===== src/rtl/cdc_pkg.sv =====
// Shared definitions for the req/ack word-crossing blocks.
package cdc_pkg;

  localparam int SYNC_STAGES_DEF = 5;
  localparam int SYNC_STAGES_MIN = 2;

  typedef enum logic [1:0] {
    ST_IDLE  = 2'd0,
    ST_SETUP = 2'd1,
    ST_REQ   = 2'd2,
    ST_REL   = 2'd3
  } state_e;

endpackage


===== src/rtl/sync_chain.sv =====
// Multi-flop synchronizer for a single level signal entering this clock domain.
module sync_chain
  import cdc_pkg::*;
#(
  parameter int STAGES = SYNC_STAGES_DEF
) (
  input  logic clk_i,
  input  logic rst_i,
  input  logic d_i,
  output logic q_o
);

  // Fewer than two flops cannot resolve metastability, so clamp upward.
  localparam int N = (STAGES < SYNC_STAGES_MIN) ? SYNC_STAGES_MIN : STAGES;

  (* ASYNC_REG = "TRUE" *) logic [N-2:0] meta_q;
  logic                                 out_q;

  // Shift the asynchronous level through the chain; the last flop is the clean copy.
  always_ff @(posedge clk_i) begin
    if (rst_i) begin
      meta_q <= '0;
      out_q  <= 1'b0;
    end else begin
      for (int i = N - 2; i > 0; i--) meta_q[i] <= meta_q[i-1];
      meta_q[0] <= d_i;
      out_q     <= meta_q[N-2];
    end
  end

  assign q_o = out_q;

endmodule


===== src/rtl/cdc_word_tx.sv =====
// Source half of a four-phase req/ack crossing: captures a word, holds it on
// data_out, raises req_out and waits for the synchronized ack to rise and fall.
module cdc_word_tx
  import cdc_pkg::*;
#(
  parameter int DATA_WIDTH  = 32,
  parameter int SYNC_STAGES = SYNC_STAGES_DEF,
  parameter int TIMEOUT     = 0
) (
  input  logic                  clk_in,
  input  logic                  rst,
  input  logic                  s_valid,
  output logic                  s_ready,
  input  logic [DATA_WIDTH-1:0] s_data,
  output logic [DATA_WIDTH-1:0] data_out,
  output logic                  req_out,
  input  logic                  ack_in,
  output logic                  done,
  output logic                  busy,
  output logic                  timeout_err
);

  localparam int SS    = (SYNC_STAGES < SYNC_STAGES_MIN) ? SYNC_STAGES_MIN : SYNC_STAGES;
  localparam int CNT_W = (TIMEOUT > 0) ? $clog2(TIMEOUT + 1) : 1;
  localparam logic [CNT_W-1:0] CNT_MAX = CNT_W'(TIMEOUT);

  state_e                  state_q, state_d;
  logic [DATA_WIDTH-1:0]   data_q, data_d;
  logic                    req_q, req_d;
  logic                    done_q, done_d;
  logic                    err_q, err_d;
  logic [CNT_W-1:0]        cnt_q, cnt_d;
  logic [SS-1:0]           warm_q;
  logic                    ack_s;
  logic                    accept;
  logic                    waiting;

  sync_chain #(.STAGES(SS)) u_ack_sync (
    .clk_i (clk_in),
    .rst_i (rst),
    .d_i   (ack_in),
    .q_o   (ack_s)
  );

  // The sync chain is cleared by reset, so ack_s is meaningless until the chain
  // has refilled from ack_in. warm_q[SS-1] marks that point; without it a far
  // side still holding ack after a reset would look idle and a new request
  // could overlap the stale ack.
  assign s_ready = !rst && warm_q[SS-1] && (state_q == ST_IDLE) && !ack_s;
  assign busy    = (state_q != ST_IDLE);
  assign accept  = s_valid && s_ready;

  // Handshake sequencing and word capture.
  always_comb begin
    state_d = state_q;
    data_d  = data_q;
    done_d  = 1'b0;
    case (state_q)
      ST_IDLE: begin
        if (accept) begin
          data_d  = s_data;
          state_d = ST_SETUP;
        end
      end
      ST_SETUP: state_d = ST_REQ;
      ST_REQ:   if (ack_s) state_d = ST_REL;
      ST_REL: begin
        if (!ack_s) begin
          state_d = ST_IDLE;
          done_d  = 1'b1;
        end
      end
      default: state_d = ST_IDLE;
    endcase
    req_d = (state_d == ST_REQ);
  end

  // Wait-time watchdog: restarts on every state change, saturates, flags once.
  always_comb begin
    waiting = (state_q == ST_REQ) || (state_q == ST_REL);
    cnt_d   = '0;
    err_d   = err_q;
    if ((TIMEOUT > 0) && waiting && (state_d == state_q)) begin
      cnt_d = (cnt_q == CNT_MAX) ? cnt_q : cnt_q + CNT_W'(1);
      if (cnt_d == CNT_MAX) err_d = 1'b1;
    end
  end

  // State, data and output registers.
  always_ff @(posedge clk_in) begin
    if (rst) begin
      state_q <= ST_IDLE;
      data_q  <= '0;
      req_q   <= 1'b0;
      done_q  <= 1'b0;
      err_q   <= 1'b0;
      cnt_q   <= '0;
      warm_q  <= '0;
    end else begin
      state_q <= state_d;
      data_q  <= data_d;
      req_q   <= req_d;
      done_q  <= done_d;
      err_q   <= err_d;
      cnt_q   <= cnt_d;
      warm_q  <= {warm_q[SS-2:0], 1'b1};
    end
  end

  assign data_out    = data_q;
  assign req_out     = req_q;
  assign done        = done_q;
  assign timeout_err = err_q;

endmodule


===== config.mk =====
export PLATFORM = sky130hd
export DESIGN_NAME = cdc_word_tx
export DESIGN_NICKNAME = d
export VERILOG_FILES = /design/src/rtl/cdc_pkg.sv /design/src/rtl/sync_chain.sv /design/src/rtl/cdc_word_tx.sv
export SDC_FILE = /design/constraint.sdc
export NUM_CORES = 1
export LEC_CHECK = 0
export BUFFER_PORTS_ARGS = -buffer_cell sky130_fd_sc_hd__buf_2
export CORE_UTILIZATION = 42
export DETAILED_ROUTE_END_ITERATION = 10
export PLACE_DENSITY = 0.74
export REMOVE_ABC_BUFFERS = 1
export SLEW_MARGIN = 20
export SYNTH_ARGS = -nofsm -noshare
export SYNTH_HDL_FRONTEND = slang
export SYNTH_SLANG_ARGS = --single-unit

===== constraint.sdc =====
create_clock -name clk_in -period 1.3 [get_ports clk_in]
set_input_delay 0 -clock clk_in [delete_from_list [all_inputs] [get_ports clk_in]]
set_output_delay 0 -clock clk_in [all_outputs]
set_load 0.02 [all_outputs]

==> impl_metrics.toml, run 1 <==
[status]
status = "complete, but fails checks"
violations = "negative setup slack"

[logic_synthesis]
yosysWarningCount = 0
yosysSeqAreaShare_pct = 53.0
synth-edff-count = 0
synth.area.top_cells = "dfxtp_1 (53%), a21oi_1 (9.2%), nand3_1 (9.2%)"
syn_area_um2 = 1740
synthCells = 185
synthDistinctLibCells = 24
async_reset_ff_share_pct = 0
yosysTopAreaCellShare_pct = 53.0
ys_ff_latch = 46
synth.avg_cell_area_um2 = 9.39
synth_common_cells = "dfxtp_1 (46), a21oi_1 (32), nand3_1 (32)"
yosysTopAreaCell = "dfxtp_1"
yosysMostFrequentCell = "dfxtp_1"
synth_ff_type = "dfxtp_1"

[place]
dp_hpwl_um = 2480
dp.cells = 297
place_congestion = 0.698
place_ws_ps = -24.6
numPortBuffers = 71

[power_and_ir_drop]
p_per_area_nw_per_um2 = 926
p_sw_share_pct = 23.3
internal-power_mw = 2.01
p_seq_share_pct = 54.3
power_frac_comb_pct = 11.7
p_clk_share_pct = 33.9
p_sw_mw = 0.610
vdd_drop_max_v = 0.000655
power_leakage_nw = 1.18

[finish]
register_area_um2 = 928
syn2layout_area_growth_pct = 63.0
final_layout_size_suffix_gt1_share_pct = 44.5
multi_input_area_um2 = 820
fin_nets = 336
fin_cells = 351
antenna_cells = 0
nFillCells = 316

[global_route]
antenna_found_initial = 0
grt.overflow.total = 0
grt_pass1_vias = 1613
grt_util_all_layers_pct = 21.4
grt_max_degree = 38
grt_pass1_wl_um = 7020

[timing]
drv_slew = 0
hold_viol_final = 0
skew_ps = 5.75
rsz0062_at_grt = "yes"
worst_slack_ps = -26.4
hold_ws_ps = 111
period_share_pct = 102
period_needed_ps = 1330
setup_viol = 2
fmax_ghz = 0.754

[route]
drc = 0
drt_iter0_drc = 70
ant_nets = 0
vias = 1787
avgViaCountPerCell = 5.09
routed_wl_um = 5370
wl_per_cell_um = 15.3
firstDrtPassIters = 4

[floorplan]
pin_count = 73
rows = 23
die_w_um = 66.3
coreArea_um2 = 3970
die_area_um2 = 4400
start_util_pct = 43.7
die_y_um = 66.3

[clock_tree]
cts_inserted_buffers = 5
clkSinkCount = 46
clk_pin_slew_ps = 80
clockBufferDepth = 2
tritoncts = "built"
htree_levels = 2
clkLatencyLatePin_ps = 290
cts_root_buf = "clkbuf_8"

[worst_setup_path]
reg2reg_depth = 4
worst_setup_path_start_kind = "flip-flop"
regToRegSetupSlack_ps = -30
crit_end = "data_out[20]$_SDFFE_PP0P_"
r2r-start = "state_q[0]$_SDFF_PP0_"
cp.arrival_ps = 1490
cp-startpoint = "state_q[0]$_SDFF_PP0_"
cp-end-kind = "flip-flop"
cp_max_fo = 8
critical_path_required_ps = 1470
worstSetupPathType = "reg2reg"
timing.rr.end = "data_out[20]$_SDFFE_PP0P_"

[hold_path]
hp-start = "rst"
hold_path_class = "in2reg"

[run]
max-cap-violations = 0
sequential cells by signal, summed over array words and instances, names as in the netlist:
register,cells
done,1
warm_q,5
req_out,1
u_ack_sync.meta_q,4
u_ack_sync.q_o,1
data_out,32
state_q,2
kinds of logic after synthesis:
| kind of cell | after synthesis | share of synthesized area (%) |
|---|---|---|
| multiplexers | 1 | 0.576 |
| flip-flops | 46 | 53.0 |
| AND/OR/NAND/NOR | 52 | 17.3 |
| other | 1 | 0.216 |
| AO/OA/AOI/OAI | 66 | 19.9 |
| buffers and inverters | 19 | 9.01 |
layer usage:
metal	wire, um	global-route usage (%)
met5	0	0
met1	2240	23.8
met4	56	5.59
met2	2740	39.0
met3	334	6.38
worst max-delay path: stages (launching register included):
cell and delay (ps):
dfxtp_2 340, buf_6 120, or3b_4 480, o21ai_1 170, a21oi_1 90
per-stage QoR:
stage	util [%]	area, um^2	TNS, ps	power (mW)
finish	71.3	2830	-32.4	2.62
detailed placement	52.3	2080	-32.1	1.62
CTS	63.9	2540	-32.7	2.58
global route	71.3	2830	-1110	2.73
floorplan	-	1580	-14470	1.51
global placement	52.3	2080	-3.17	1.62
power by group through the flow:
stage	clock (mW)	combinational, mW	sequential [mW]
after floorplan	0	0.0491	1.46
after detailed placement	0	0.160	1.46
after global placement	0	0.159	1.46
after CTS	0.910	0.239	1.43
final	0.890	0.308	1.43
after global routing	0.978	0.329	1.43
layout by cell type, fill, tap and decap left out, types with 3 or more instances in the layout:
| cell type | instances |
|---|---|
| a21oi_1 | 25 |
| a21oi_2 | 7 |
| buf_2 | 70 |
| buf_4 | 7 |
| buf_6 | 7 |
| buf_8 | 3 |
| clkbuf_8 | 6 |
| dfxtp_1 | 42 |
| dfxtp_2 | 3 |
| dlygate4sd3_1 | 33 |
| nand3_1 | 25 |
| nand3_2 | 5 |
| nor2_1 | 3 |
| nor2b_1 | 9 |
| o21ai_1 | 23 |
| o21ai_2 | 8 |
| or3b_4 | 5 |
layout make-up:
class / count / share of cell area [%]
clock buffers: 6 / 2.92
clock inverters: 2 / 0.442
inverters: 1 / 0.133
multi-input cells: 123 / 28.9
flip-flops and latches: 46 / 32.8
well taps: 50 / 2.21
repair buffers: 123 / 32.6
repair_timing:
| item | in CTS | in global routing |
|---|---|---|
| resized for setup | 8 | 53 |
| endpoints found under the setup margin | 8 | 33 |
| cloned | 1 | 5 |
| buffers inserted | 1 | 6 |
| pin swaps | 2 | 14 |
| hold endpoints to repair | 33 | 0 |
| hold buffers | 33 | 0 |
how the worst min path moves through the flow:
stage | end | depth (start not counted) | slack, ps
floorplan | data_out[0]$_SDFFE_PP0P_ | 1 | 70
global placement | u_ack_sync.meta_q[0]$_SDFF_PP0_ | 2 | 210
detailed placement | u_ack_sync.meta_q[0]$_SDFF_PP0_ | 2 | 220
CTS | warm_q[4]$_SDFF_PP0_ | 3 | 110
global route | u_ack_sync.q_o$_SDFF_PP0_ | 3 | 110
finish | u_ack_sync.q_o$_SDFF_PP0_ | 3 | 110
No activity file was read; power rests on OpenSTA's default activity.
==> run 2: changes to the inputs <==
CORE_MARGIN = 5   (was unset)
==> run 2 against run 1 <==
Against the previous run:
- the run now ends clean
- cell count down 1.7%
- setup slack better by 32 ps
- register-to-register slack better by 30 ps
- first-iteration DRC count up 86%
- clock skew down 0.83 ps
- hold slack better by 88 ps
- clock power down 1%
- flip-flop and latch count unchanged
- critical path type is now reg2out
- critical endpoint is now s_ready
==> impl_metrics.toml, run 2 (synthesis gave the netlist of run 1 again) <==
[hold_path]
whs_path_depth = 3
holdPathEnd = "u_ack_sync.meta_q[3]$_SDFF_PP0_"
hold_path_class = "in2reg"
hp-start = "rst"

[power_and_ir_drop]
vdd_drop_max_v = 0.000667
power_leakage_nw = 1.14
p_per_area_nw_per_um2 = 962

[timing]
rsz0062_at_grt = "yes"
drv_slew = 0
setup_viol = 0
hold_viol_final = 0
period_share_pct = 99.6
skew_ps = 4.92
period_needed_ps = 1290
worst_slack_ps = 5.33
fmax_ghz = 0.772

[worst_setup_path]
timing.rr.end = "data_out[17]$_SDFFE_PP0P_"
cp-end-kind = "primary output"
regToRegSetupSlack_ps = 5
reg2reg_depth = 6
worstSetupPathType = "reg2out"
critical_path_required_ps = 1300
worst_setup_path_start_kind = "flip-flop"
cp.arrival_ps = 1290
cp_max_fo = 3
r2r-start = "u_ack_sync.q_o$_SDFF_PP0_"

[global_route]
grt_pass1_wl_um = 7870
use_met1_pct = 21.5
grt_util_all_layers_pct = 18.8
use_met2_pct = 34.0
top_usage_layer = "met2"
grt_pass1_vias = 1706
grt.overflow.total = 0
use_met3_pct = 5.27
grt_max_degree = 34
antenna_found_initial = 0

[finish]
fin_nets = 330
syn2layout_area_growth_pct = 53.7
largest_register_ffs = 32
final_layout_size_suffix_gt1_share_pct = 37.3
fin_area_um2 = 2670
final_common_cell = "buf_2"
final_cell_mix = "buf_2 (70), dfxtp_1 (44), dlygate4sd3_1 (33)"
nFillCells = 333
multi_input_area_um2 = 721
register_area_um2 = 923
antenna_cells = 0

[place]
post_dp_cell_area_um2 = 2090
place_ws_ps = -17.7
numPortBuffers = 71
dp_hpwl_um = 2780
place_congestion = 0.766

[route]
wl_per_cell_um = 15.6
drc = 0
routed_wl_um = 5380
ant_nets = 0
drt_iter0_drc = 130
vias = 1756
avgViaCountPerCell = 5.09
firstDrtPassIters = 4

[floorplan]
die_area_um2 = 5520
coreArea_um2 = 4000
pin_count = 73
start_util_pct = 43.4
die_y_um = 74.3
rows = 23
die_w_um = 74.3

[clock_tree]
cts_root_buf = "clkbuf_8"
clkLatencyLatePin_ps = 300
clkSinkCount = 46
clk_pin_slew_ps = 80
tritoncts = "built"
clockBufferDepth = 2
cts_inserted_buffers = 5
htree_levels = 2

[status]
status = "complete, no violations"

[run]
max-cap-violations = 0
[run 2: changes by cell type in the layout (fill, tap and decap cells not counted), sizes merged]
| cell | delta |
|---|---|
| buf | -6 |
| or3b | -1 |
| clkbuf | +2 |
| clkinvlp | -1 |
[run 2: per-stage QoR]
stage	hold WS, ps	instances	total power, mW	util, %	TNS [ps]
after floorplan	69.1	167	1.51	-	-14470
after global routing	210	345	2.66	66.8	-1210
after CTS	186	339	2.57	63.4	-113
after detailed placement	217	296	1.62	52.3	-31.3
final	199	345	2.57	66.8	0
after global placement	209	296	1.62	52.3	0
[run 2: how the worst max path moves through the flow]
stage                                   start                   endpoint  slack (ps)  cells past startpoint
floorplan               state_q[1]$_SDFF_PP0_  data_out[14]$_SDFFE_PP0P_        -440                      3
global route        u_ack_sync.q_o$_SDFF_PP0_  data_out[17]$_SDFFE_PP0P_         -80                      6
global placement    u_ack_sync.q_o$_SDFF_PP0_  data_out[14]$_SDFFE_PP0P_          10                      3
detailed placement       warm_q[4]$_SDFF_PP0_  data_out[15]$_SDFFE_PP0P_         -20                      3
CTS                     state_q[1]$_SDFF_PP0_                    s_ready         -90                      4
finish                   warm_q[4]$_SDFF_PP0_                    s_ready           5                      3
[run 2: critical path, cell delays in order (launching register included)]
cell and delay [ps]:
dfxtp_2 350, or3b_4 410, nor2_4 120, buf_6 120
[run 2: timing repair]
item | 4_1_cts | 5_1_grt
buffers inserted | 1 | 3
endpoints found under the hold margin | 33 | 0
endpoints found under the setup margin | 3 | 34
gates resized for setup | 2 | 18
hold buffers | 33 | 0
pin swaps | 0 | 4
cloned | 1 | 3
[run 2: final cells by class]
class                           instances  share of cell area [%]
Sequential cell                        46                    34.6
Tap cell                               50                    2.34
Clock buffer                            7                    3.23
Timing Repair Buffer                  118                    32.5
Inverter                                1                   0.141
Clock inverter                          1                   0.187
Multi-Input combinational cell        122                    27.0
[run 2: layer usage]
metal,wire length (um),part of all wire (%)
met5,0,0
met4,104,1.9
met3,319,5.9
met2,2730,51
met1,2230,41
[run 2: where the power goes]
group	internal [mW]	switching, mW	total, mW
combinational	0.143	0.120	0.262
clock	0.429	0.452	0.881
sequential	1.42	0.00468	1.43
==> run 3: changes to the inputs <==
PLACE_DENSITY = 0.71   (was 0.74)
==> run 3 against run 2 <==
Against the previous run:
- global-route usage decreased by 1.4 points
- core utilization is 2.3 points lower
- die area did not move
- count of clock-buffer cells in the layout is 2 lower
- hold slack got worse by 100 ps
- setup slack improved by 0.92 ps
- fmax about the same
- flip-flop and latch count did not move
- critical endpoint unchanged
==> impl_metrics.toml, run 3 (synthesis gave the netlist of run 1 again) <==
[finish]
fin_area_um2 = 2580
antenna_cells = 0
fin_nets = 328
final_layout_size_suffix_gt1_share_pct = 36.3
syn2layout_area_growth_pct = 48.5
final_common_cell = "buf_2"
largest_register_ffs = 32
nFillCells = 331
fin_cells = 342
final_util_pct = 64.5
final_cell_mix = "buf_2 (70), dfxtp_1 (44), dlygate4sd3_1 (33)"

[route]
wl_per_cell_um = 14.3
ant_nets = 0
drc = 0
vias = 1705
drt_iter0_drc = 128
routed_wl_um = 4890
avgViaCountPerCell = 4.99
firstDrtPassIters = 4

[status]
status = "complete, no violations"

[power_and_ir_drop]
power_leakage_nw = 1.11
power_frac_comb_pct = 10.2
p_sw_share_pct = 23.1
internal-power_mw = 1.92
p_per_area_nw_per_um2 = 969
p_clk_share_pct = 32.7
finalPower_mw = 2.50
vdd_drop_max_v = 0.000689
p_sw_mw = 0.577
p_seq_share_pct = 57.1

[clock_tree]
cts_root_buf = "clkbuf_8"
clkSinkCount = 46
clkLatencyLatePin_ps = 300
clk_pin_slew_ps = 80
cts_inserted_buffers = 5
htree_levels = 2
clockBufferDepth = 2
tritoncts = "built"

[worst_setup_path]
worst_setup_path_start_kind = "flip-flop"
cp-end-kind = "primary output"
critical_path_required_ps = 1300
worstSetupPathType = "reg2out"
cp_max_fo = 4
cp.arrival_ps = 1290

[global_route]
grt_util_all_layers_pct = 17.4
grt_pass1_vias = 1637
grt_pass1_wl_um = 7260
grt_max_degree = 42
antenna_found_initial = 0
grt.overflow.total = 0

[place]
dp_hpwl_um = 2750
dp.cells = 297
post_dp_cell_area_um2 = 2080
numPortBuffers = 71
place_congestion = 0.690
place_ws_ps = -5.42

[floorplan]
start_util_pct = 43.4
coreArea_um2 = 4000
pin_count = 73
die_area_um2 = 5520
rows = 23
die_w_um = 74.3
die_y_um = 74.3

[timing]
rsz0062_at_grt = "yes"
finalSetupTns_ps = 0
period_share_pct = 99.5
period_needed_ps = 1290
hold_ws_ps = 95.0
setup_viol = 0
fmax_ghz = 0.773
drv_slew = 0
skew_ps = 4.14
worst_slack_ps = 6.26
hold_viol_final = 0

[run]
max-cap-violations = 0

[hold_path]
hold_path_class = "in2reg"
==> run 3: changes by cell type in the layout (fill, tap and decap cells not counted), moves of 2 or more <==
cell       change
a21oi_1        +2
a21oi_2        -2
buf_12         -2
buf_6          +3
clkbuf_16      -2
==> run 3: final cells by class <==
cell class                 count  area (um^2)  share of cell area [%]
tap                           50         62.6                    2.43
multi-input combinational    122          713                    27.7
inverter                       1         3.75                   0.146
clock inverter                 2         10.0                   0.388
sequential                    46          923                    35.8
clock buffer                   5         68.8                    2.67
timing repair buffer         116          797                    30.9
==> run 3: worst max-delay path: stages (launching register included) <==
cell and delay (ps):
dfxtp_2 350, or3b_4 430, nor2_4 100, buf_6 120
==> run 3: worst paths after layout <==
check                                         end                             from  cells after the start  slack, ps
hold / removal               warm_q[3]$_SDFF_PP0_                              rst                      3        100
hold reg to reg   u_ack_sync.meta_q[2]$_SDFF_PP0_  u_ack_sync.meta_q[1]$_SDFF_PP0_                      1        440
setup / recovery                          s_ready             warm_q[4]$_SDFF_PP0_                      3          6
setup reg to reg         data_out[2]$_SDFFE_PP0P_             warm_q[4]$_SDFF_PP0_                      4         20
==> run 3: power groups by stage <==
stage / clock, mW / combinational, mW / sequential, mW
after floorplan: 0 / 0.0491 / 1.46
after global placement: 0 / 0.161 / 1.46
after detailed placement: 0 / 0.161 / 1.46
after CTS: 0.832 / 0.240 / 1.43
after global routing: 0.890 / 0.272 / 1.43
final: 0.817 / 0.254 / 1.43
==> run 3: per-layer routing <==
metal / GRT usage, % / wire length [um]
met5: 0 / 0
met4: 7.91 / 94
met3: 4.73 / 333
met2: 30.8 / 2400
met1: 19.4 / 2070
==> run 3: repair_timing <==
item	4_1_cts	5_1_grt
cloned	1	1
buffers inserted	3	0
resized for setup	4	15
endpoints found under the setup margin	3	33
endpoints found under the hold margin	33	0
pin swaps	0	2
hold buffers	33	0
